**src/rtl/pch_sequencer_if.sv**
```systemverilog
// PC high-byte sequencer bus: PC-low handshake, load buses and PCH outputs.
// The master side drives requests and load buses. The slave side (the sequencer)
// returns the PCH value and the status pulses.
interface pch_sequencer_if;
    logic       carry_to_pch;
    logic       borrow_to_pch;
    logic       adh_load;
    logic [7:0] address_high_in;
    logic       db_load;
    logic [7:0] db_in;
    logic [7:0] address_high_out;
    logic [7:0] db_out;
    logic       carry_done;
    logic       page_cross;
    logic       pch_wrap;
    logic       busy;

    modport master (
        output carry_to_pch, borrow_to_pch, adh_load, address_high_in, db_load, db_in,
        input  address_high_out, db_out, carry_done, page_cross, pch_wrap, busy
    );

    modport slave (
        input  carry_to_pch, borrow_to_pch, adh_load, address_high_in, db_load, db_in,
        output address_high_out, db_out, carry_done, page_cross, pch_wrap, busy
    );
endinterface

```
**src/rtl/pch_sequencer.sv**
```systemverilog
// PC high-byte (PCH) sequencer.
// PCH is loaded from ADH or DB, or stepped by one on a carry/borrow from the
// PC-low stage. Each accepted request is acknowledged once; the FSM then waits
// (optionally for the request to drop) before it will accept another.
module pch_sequencer #(
    parameter logic [7:0] RESET_PCH  = 8'h00,
    parameter bit         HOLD_CHECK = 1'b1
) (
    input  logic          clk,
    input  logic          reset_n,
    pch_sequencer_if.slave bus
);

    localparam logic [0:0] ST_IDLE         = 1'b0;
    localparam logic [0:0] ST_WAIT_RELEASE = 1'b1;

    logic [7:0] pch_q, pch_d;
    logic [0:0] state_q, state_d;
    logic       carry_done_q, carry_done_d;
    logic       page_cross_q, page_cross_d;
    logic       pch_wrap_q, pch_wrap_d;

    logic       req;
    logic       load;
    logic [7:0] load_val;
    logic [8:0] adj;

    // Returns {wrap, next_pch} for a +1 (up) or -1 step modulo 256.
    function automatic logic [8:0] adjust_pch(input logic [7:0] pch, input logic up);
        logic [7:0] nxt;
        logic       wrap;
        nxt  = up ? pch + 8'd1 : pch - 8'd1;
        wrap = up ? (pch == 8'hFF) : (pch == 8'h00);
        return {wrap, nxt};
    endfunction

    assign req      = bus.carry_to_pch | bus.borrow_to_pch;
    assign load     = bus.adh_load | bus.db_load;
    assign load_val = bus.adh_load ? bus.address_high_in : bus.db_in;
    assign adj      = adjust_pch(pch_q, bus.carry_to_pch);

    // Next-state: ADH load beats DB load beats adjust; the adjust is only taken in IDLE.
    always_comb begin
        pch_d        = pch_q;
        state_d      = state_q;
        carry_done_d = 1'b0;
        page_cross_d = 1'b0;
        pch_wrap_d   = 1'b0;
        case (state_q)
            ST_IDLE: begin
                if (req) begin
                    carry_done_d = 1'b1;
                    state_d      = ST_WAIT_RELEASE;
                    // Carry and borrow together cancel out: acknowledged, no step.
                    if (!load && (bus.carry_to_pch ^ bus.borrow_to_pch)) begin
                        pch_d        = adj[7:0];
                        page_cross_d = 1'b1;
                        pch_wrap_d   = adj[8];
                    end
                end
            end
            ST_WAIT_RELEASE: begin
                if (!HOLD_CHECK || !req) begin
                    state_d = ST_IDLE;
                end
            end
            default: state_d = ST_IDLE;
        endcase
        if (load) begin
            pch_d = load_val;
        end
    end

    // State and pulse registers; reset forces PCH and clears all status at once.
    always_ff @(posedge clk or negedge reset_n) begin
        if (!reset_n) begin
            pch_q        <= RESET_PCH;
            state_q      <= ST_IDLE;
            carry_done_q <= 1'b0;
            page_cross_q <= 1'b0;
            pch_wrap_q   <= 1'b0;
        end else begin
            pch_q        <= pch_d;
            state_q      <= state_d;
            carry_done_q <= carry_done_d;
            page_cross_q <= page_cross_d;
            pch_wrap_q   <= pch_wrap_d;
        end
    end

    assign bus.address_high_out = pch_q;
    assign bus.db_out           = pch_q;
    assign bus.carry_done       = carry_done_q;
    assign bus.page_cross       = page_cross_q;
    assign bus.pch_wrap         = pch_wrap_q;
    assign bus.busy             = (state_q != ST_IDLE);

endmodule

```
**src/flat_wrapper.sv**
```systemverilog
// flat-port wrapper written by rule: the top's interface ports become plain ports
module pch_sequencer_flat 
#(
    parameter logic [7:0] RESET_PCH  = 8'h00,
    parameter bit         HOLD_CHECK = 1'b1
)
  (clk, reset_n, bus_carry_to_pch, bus_borrow_to_pch, bus_adh_load, bus_address_high_in, bus_db_load, bus_db_in, bus_address_high_out, bus_db_out, bus_carry_done, bus_page_cross, bus_pch_wrap, bus_busy);
  pch_sequencer_if bus_i ();
  input  logic clk;
  input  logic reset_n;
  input wire logic [$bits(bus_i.carry_to_pch)-1:0] bus_carry_to_pch;
  input wire logic [$bits(bus_i.borrow_to_pch)-1:0] bus_borrow_to_pch;
  input wire logic [$bits(bus_i.adh_load)-1:0] bus_adh_load;
  input wire logic [$bits(bus_i.address_high_in)-1:0] bus_address_high_in;
  input wire logic [$bits(bus_i.db_load)-1:0] bus_db_load;
  input wire logic [$bits(bus_i.db_in)-1:0] bus_db_in;
  output wire logic [$bits(bus_i.address_high_out)-1:0] bus_address_high_out;
  output wire logic [$bits(bus_i.db_out)-1:0] bus_db_out;
  output wire logic [$bits(bus_i.carry_done)-1:0] bus_carry_done;
  output wire logic [$bits(bus_i.page_cross)-1:0] bus_page_cross;
  output wire logic [$bits(bus_i.pch_wrap)-1:0] bus_pch_wrap;
  output wire logic [$bits(bus_i.busy)-1:0] bus_busy;
  assign bus_i.carry_to_pch = bus_carry_to_pch;
  assign bus_i.borrow_to_pch = bus_borrow_to_pch;
  assign bus_i.adh_load = bus_adh_load;
  assign bus_i.address_high_in = bus_address_high_in;
  assign bus_i.db_load = bus_db_load;
  assign bus_i.db_in = bus_db_in;
  assign bus_address_high_out = bus_i.address_high_out;
  assign bus_db_out = bus_i.db_out;
  assign bus_carry_done = bus_i.carry_done;
  assign bus_page_cross = bus_i.page_cross;
  assign bus_pch_wrap = bus_i.pch_wrap;
  assign bus_busy = bus_i.busy;
  pch_sequencer #(.RESET_PCH(RESET_PCH), .HOLD_CHECK(HOLD_CHECK)) u_core (.clk(clk), .reset_n(reset_n), .bus(bus_i));
endmodule
```
**config.mk**
```make
export PLATFORM = sky130hd
export DESIGN_NAME = pch_sequencer_flat
export DESIGN_NICKNAME = d
export VERILOG_FILES = /design/src/rtl/pch_sequencer_if.sv /design/src/rtl/pch_sequencer.sv /design/src/flat_wrapper.sv
export SDC_FILE = /design/constraint.sdc
export NUM_CORES = 1
export LEC_CHECK = 0
export ABC_AREA = 0
export BUFFER_PORTS_ARGS = -buffer_cell sky130_fd_sc_hd__buf_2
export CAP_MARGIN = 20
export CORE_UTILIZATION = 49
export CTS_BUF_LIST = sky130_fd_sc_hd__clkbuf_8
export DETAILED_ROUTE_END_ITERATION = 8
export HOLD_SLACK_MARGIN = 0.1
export PLACE_DENSITY = 0.84
export SLEW_MARGIN = 20
export SYNTH_ARGS = -nofsm -noshare
export SYNTH_HDL_FRONTEND = slang
export SYNTH_SLANG_ARGS = --single-unit
```
**constraint.sdc**
```tcl
create_clock -name clk -period 2.66 [get_ports clk]
set_input_delay 0.266 -clock clk [delete_from_list [all_inputs] [get_ports clk]]
set_output_delay 0.266 -clock clk [all_outputs]
set_load 0.05 [all_outputs]
```
==> flow_results.xml <==
<?xml version="1.0" encoding="UTF-8"?>
<metrics>
  <group name="synth">
    <metric name="synthesis.nets" unit="">146</metric>
    <metric name="avgSynthCellArea" unit="um^2">8.402</metric>
    <metric name="netlist_instances" unit="">116</metric>
    <metric name="synth_sequential_area_ratio" unit="%">30.81</metric>
    <metric name="mux_share_of_post_synthesis_cell_area" unit="%">1.027</metric>
    <metric name="synthesis.yosys.warnings" unit="">0</metric>
    <metric name="synth_largest_area_cell" unit="">sky130_fd_sc_hd__dfrtp_1</metric>
    <metric name="yosys_register_bits" unit="">12</metric>
    <metric name="yosys-top-cells-area" unit="">sky130_fd_sc_hd__dfrtp_1 (31%), sky130_fd_sc_hd__ha_1 (9.0%), sky130_fd_sc_hd__buf_4 (6.2%)</metric>
    <metric name="post_synth_xor_area_fraction" unit="%">4.493</metric>
    <metric name="synth-compound-area-share" unit="%">25.93</metric>
    <metric name="yosys.cell_types.count" unit="">35</metric>
    <metric name="number_of_enable_flip_flop_cells_after_synthesis" unit="">0</metric>
    <metric name="synth_fa_ha_area_share" unit="%">11.04</metric>
    <metric name="synth_top_family_by_area" unit="">compound AO/OA/AOI/OAI gates</metric>
    <metric name="netlist_area" unit="um^2">974.7</metric>
    <metric name="synth.top_cells.by_count" unit="">sky130_fd_sc_hd__dfrtp_1 (12), sky130_fd_sc_hd__nand2_1 (12), sky130_fd_sc_hd__a21oi_1 (11), sky130_fd_sc_hd__nor2_1 (10), sky130_fd_sc_hd__buf_4 (8)</metric>
    <metric name="postSynth.topFlopCell" unit="">sky130_fd_sc_hd__dfrtp_1</metric>
    <metric name="synth_largest_type_area_fraction" unit="%">30.81</metric>
    <metric name="yosys.area_share.simple" unit="%">17.46</metric>
    <metric name="postSynth.asyncResetShare" unit="%">100.0</metric>
  </group>
  <group name="cts">
    <metric name="cts_htree_levels" unit="">1</metric>
    <metric name="cts_inserted_buffers" unit="">3</metric>
    <metric name="cts-resized-gates" unit="">0</metric>
    <metric name="clock_insertion_delay_worst_skew" unit="ps">250</metric>
    <metric name="cts_tree" unit="">yes</metric>
    <metric name="post_cts.repair.setup_buffers" unit="">0</metric>
    <metric name="clk_pin_slew_worst_paths" unit="ps">50</metric>
    <metric name="sink_count_of_the_clock_tree" unit="">12</metric>
    <metric name="clock-root-buffer" unit="">sky130_fd_sc_hd__clkbuf_8</metric>
    <metric name="clk_path_buf_depth" unit="">2</metric>
    <metric name="holdBufCountCts" unit="">1</metric>
  </group>
  <group name="layout">
    <metric name="antennaDiodeCount" unit="">0</metric>
    <metric name="final_core_area_utilization" unit="%">66.88</metric>
    <metric name="filler_cells_inserted" unit="">156</metric>
    <metric name="final_layout_size_suffix_gt1_share" unit="%">32.45</metric>
    <metric name="final-instance-count-excl-fill" unit="">176</metric>
    <metric name="flow.area_growth_from_synthesis" unit="%">23.62</metric>
    <metric name="final_nets" unit="">182</metric>
  </group>
  <group name="critical_path">
    <metric name="timing.critical_path.arrival" unit="ps">2220</metric>
    <metric name="setup.worst_path.class" unit="">flip-flop to flip-flop</metric>
    <metric name="cp_max_fo" unit="">7</metric>
    <metric name="critical_path.endpoint_type" unit="">flip-flop</metric>
    <metric name="critical_path_required" unit="ps">2790</metric>
    <metric name="worst_setup_path_start_kind" unit="">flip-flop</metric>
  </group>
  <group name="power_and_ir_drop">
    <metric name="power.combinational.fraction" unit="%">41.9</metric>
    <metric name="total_power_consumption_of_the_routed_design" unit="mW">0.7448</metric>
    <metric name="clkPwrFrac" unit="%">27.6</metric>
    <metric name="pwr_density" unit="nW/um^2">618.1</metric>
    <metric name="p_leak" unit="nW">0.5821</metric>
    <metric name="switching_share" unit="%">42.67</metric>
    <metric name="share_of_total_power_in_sequential_cells" unit="%">30.5</metric>
    <metric name="p_switching" unit="mW">0.3178</metric>
    <metric name="irDropWorstVdd" unit="mV">0.3402</metric>
    <metric name="p_int" unit="mW">0.4270</metric>
  </group>
  <group name="die">
    <metric name="row_count" unit="">15</metric>
    <metric name="floorplan.initialDensity" unit="%">54.10</metric>
    <metric name="fp.dieArea" unit="um^2">2172</metric>
    <metric name="core" unit="um^2">1802</metric>
    <metric name="die_h" unit="um">46.60</metric>
    <metric name="die_w" unit="um">46.60</metric>
    <metric name="ios" unit="">42</metric>
  </group>
  <group name="grt">
    <metric name="grt_pass1_vias" unit="">934</metric>
    <metric name="grt_max_degree" unit="">18</metric>
    <metric name="overall_fraction_of_global_route_tracks_in_use" unit="%">28.71</metric>
    <metric name="grt_pass1_wl" unit="um">4202</metric>
    <metric name="overflow" unit="">0</metric>
    <metric name="antenna_violations_before_repair" unit="">0</metric>
  </group>
  <group name="routing">
    <metric name="via_count" unit="">1046</metric>
    <metric name="drtPass1Iterations" unit="">4</metric>
    <metric name="drc_errors" unit="">0</metric>
    <metric name="drt_iter0_drc" unit="">24</metric>
    <metric name="vias_per_cell" unit="">5.943</metric>
    <metric name="total_wirelength" unit="um">2721</metric>
    <metric name="post_drt_wl_per_cell" unit="um">15.46</metric>
    <metric name="drt.antenna.violating_nets" unit="">0</metric>
  </group>
  <group name="sta">
    <metric name="f_max" unit="MHz">479.6</metric>
    <metric name="clock-skew-final" unit="ps">2.548</metric>
    <metric name="max_slew.worst_pin.slew" unit="ps">577.5</metric>
    <metric name="final_min_period" unit="ps">2085</metric>
    <metric name="rsz0062_at_grt" unit="">false</metric>
    <metric name="setup-violations-final" unit="">0</metric>
    <metric name="post-route-period-util" unit="%">78.38</metric>
    <metric name="final_max_slew_viol_count" unit="">0</metric>
    <metric name="setup_tns" unit="ps">0</metric>
    <metric name="report.final.hold_viol_count" unit="">0</metric>
    <metric name="slew-limit-headroom" unit="%">61.33</metric>
  </group>
  <group name="placement">
    <metric name="gp_congestion" unit="">0.9114</metric>
    <metric name="port_buffers" unit="">41</metric>
    <metric name="place_hpwl" unit="um">1880</metric>
    <metric name="post-place-cells" unit="">171</metric>
  </group>
  <group name="run">
    <metric name="drv.max_cap_violation_count" unit="">0</metric>
  </group>
  <group name="status">
    <metric name="outcome" unit="">finished clean</metric>
  </group>
  <group name="worst_hold_path">
    <metric name="worstHoldPathType" unit="">input port to flip-flop</metric>
  </group>
</metrics>
-- logic make-up (layout without fill, tap and decap cells) --
group,Yosys count,count (layout)
xor+xnor,5,5
mux,1,1
simple gates,35,35
compound gates,39,39
fa+ha+maj,8,8
buf+inv,16,51
flops,12,12
-- area by class of cell --
type                            count  area, um^2  area share, %
Inverter                            5       18.77          1.558
Tap cell                           25       31.28          2.596
Sequential cell                    12       300.3          24.92
Timing Repair Buffer               42       215.2          17.86
Multi-Input combinational cell     88       584.3          48.49
Clock buffer                        4       55.05          4.569
-- sequential cells by signal (all words and copies together), names as in the netlist --
register                     cells
u_core.bus.page_cross            1
u_core.bus.busy                  1
u_core.bus.pch_wrap              1
u_core.bus.address_high_out      8
u_core.bus.carry_done            1
-- final timing paths --
check                                                            from  slack, ps                                          to  cells after the start
max in group asynchronous                                     reset_n       2010  u_core.bus.address_high_out[4]$_DFFE_PN0P_                      2
min reg2reg                                 u_core.bus.busy$_DFF_PN0_        510             u_core.bus.carry_done$_DFF_PN0_                      1
min                                            bus_address_high_in[3]        230  u_core.bus.address_high_out[3]$_DFFE_PN0P_                      3
max                        u_core.bus.address_high_out[0]$_DFFE_PN0P_        580  u_core.bus.address_high_out[6]$_DFFE_PN0P_                      6
max reg2reg                u_core.bus.address_high_out[0]$_DFFE_PN0P_        580  u_core.bus.address_high_out[6]$_DFFE_PN0P_                      6
min in group asynchronous                                     reset_n        420  u_core.bus.address_high_out[0]$_DFFE_PN0P_                      2
-- critical path, cell delays in order (launching register included) --
cell                       delay [ps]
sky130_fd_sc_hd__dfrtp_1          490
sky130_fd_sc_hd__fa_1             520
sky130_fd_sc_hd__a211oi_1         340
sky130_fd_sc_hd__o21bai_1         130
sky130_fd_sc_hd__a21oi_1          210
sky130_fd_sc_hd__xor2_1           180
sky130_fd_sc_hd__a21oi_1           80
-- stage by stage --
step	worst slack, ps	hold slack, ps	instance area [um^2]
after floorplan	506.7	-29.59	974.7
after global placement	581.5	158.2	1140
after detailed placement	475.9	160.5	1140
after CTS	594.5	233.4	1205
after global routing	496.6	260.0	1205
final	575.1	231.7	1205
-- cells in the final DEF (no fill, tap or decap), types with 3 or more instances in the layout --
cell type,n
sky130_fd_sc_hd__a21oi_1,11
sky130_fd_sc_hd__nor3_1,3
sky130_fd_sc_hd__dfrtp_1,12
sky130_fd_sc_hd__clkbuf_8,4
sky130_fd_sc_hd__buf_2,41
sky130_fd_sc_hd__nand2_1,12
sky130_fd_sc_hd__inv_1,5
sky130_fd_sc_hd__xnor2_1,4
sky130_fd_sc_hd__a211oi_1,6
sky130_fd_sc_hd__o21ai_1,5
sky130_fd_sc_hd__o21ai_0,4
sky130_fd_sc_hd__ha_1,7
sky130_fd_sc_hd__nor2_1,10
-- power groups by stage --
stage	Sequential, mW	Clock, mW	Combinational, mW
5_1_grt	0.230	0.216	0.335
4_1_cts	0.226	0.206	0.309
3_3_place_gp	0.228	0	0.295
3_5_place_dp	0.229	0	0.301
6_report	0.227	0.206	0.312
2_1_floorplan	0.277	0	0.194
-- routing by layer --
metal	vias up	GRT usage, %	share of wire (%)
li1	487	-	-
met4	0	12.35	1.2
met1	509	31.90	41
met5	-	0	0
met2	45	48.61	51
met3	5	10.20	6.4
Note: power is estimated with default switching activity, not from simulation.
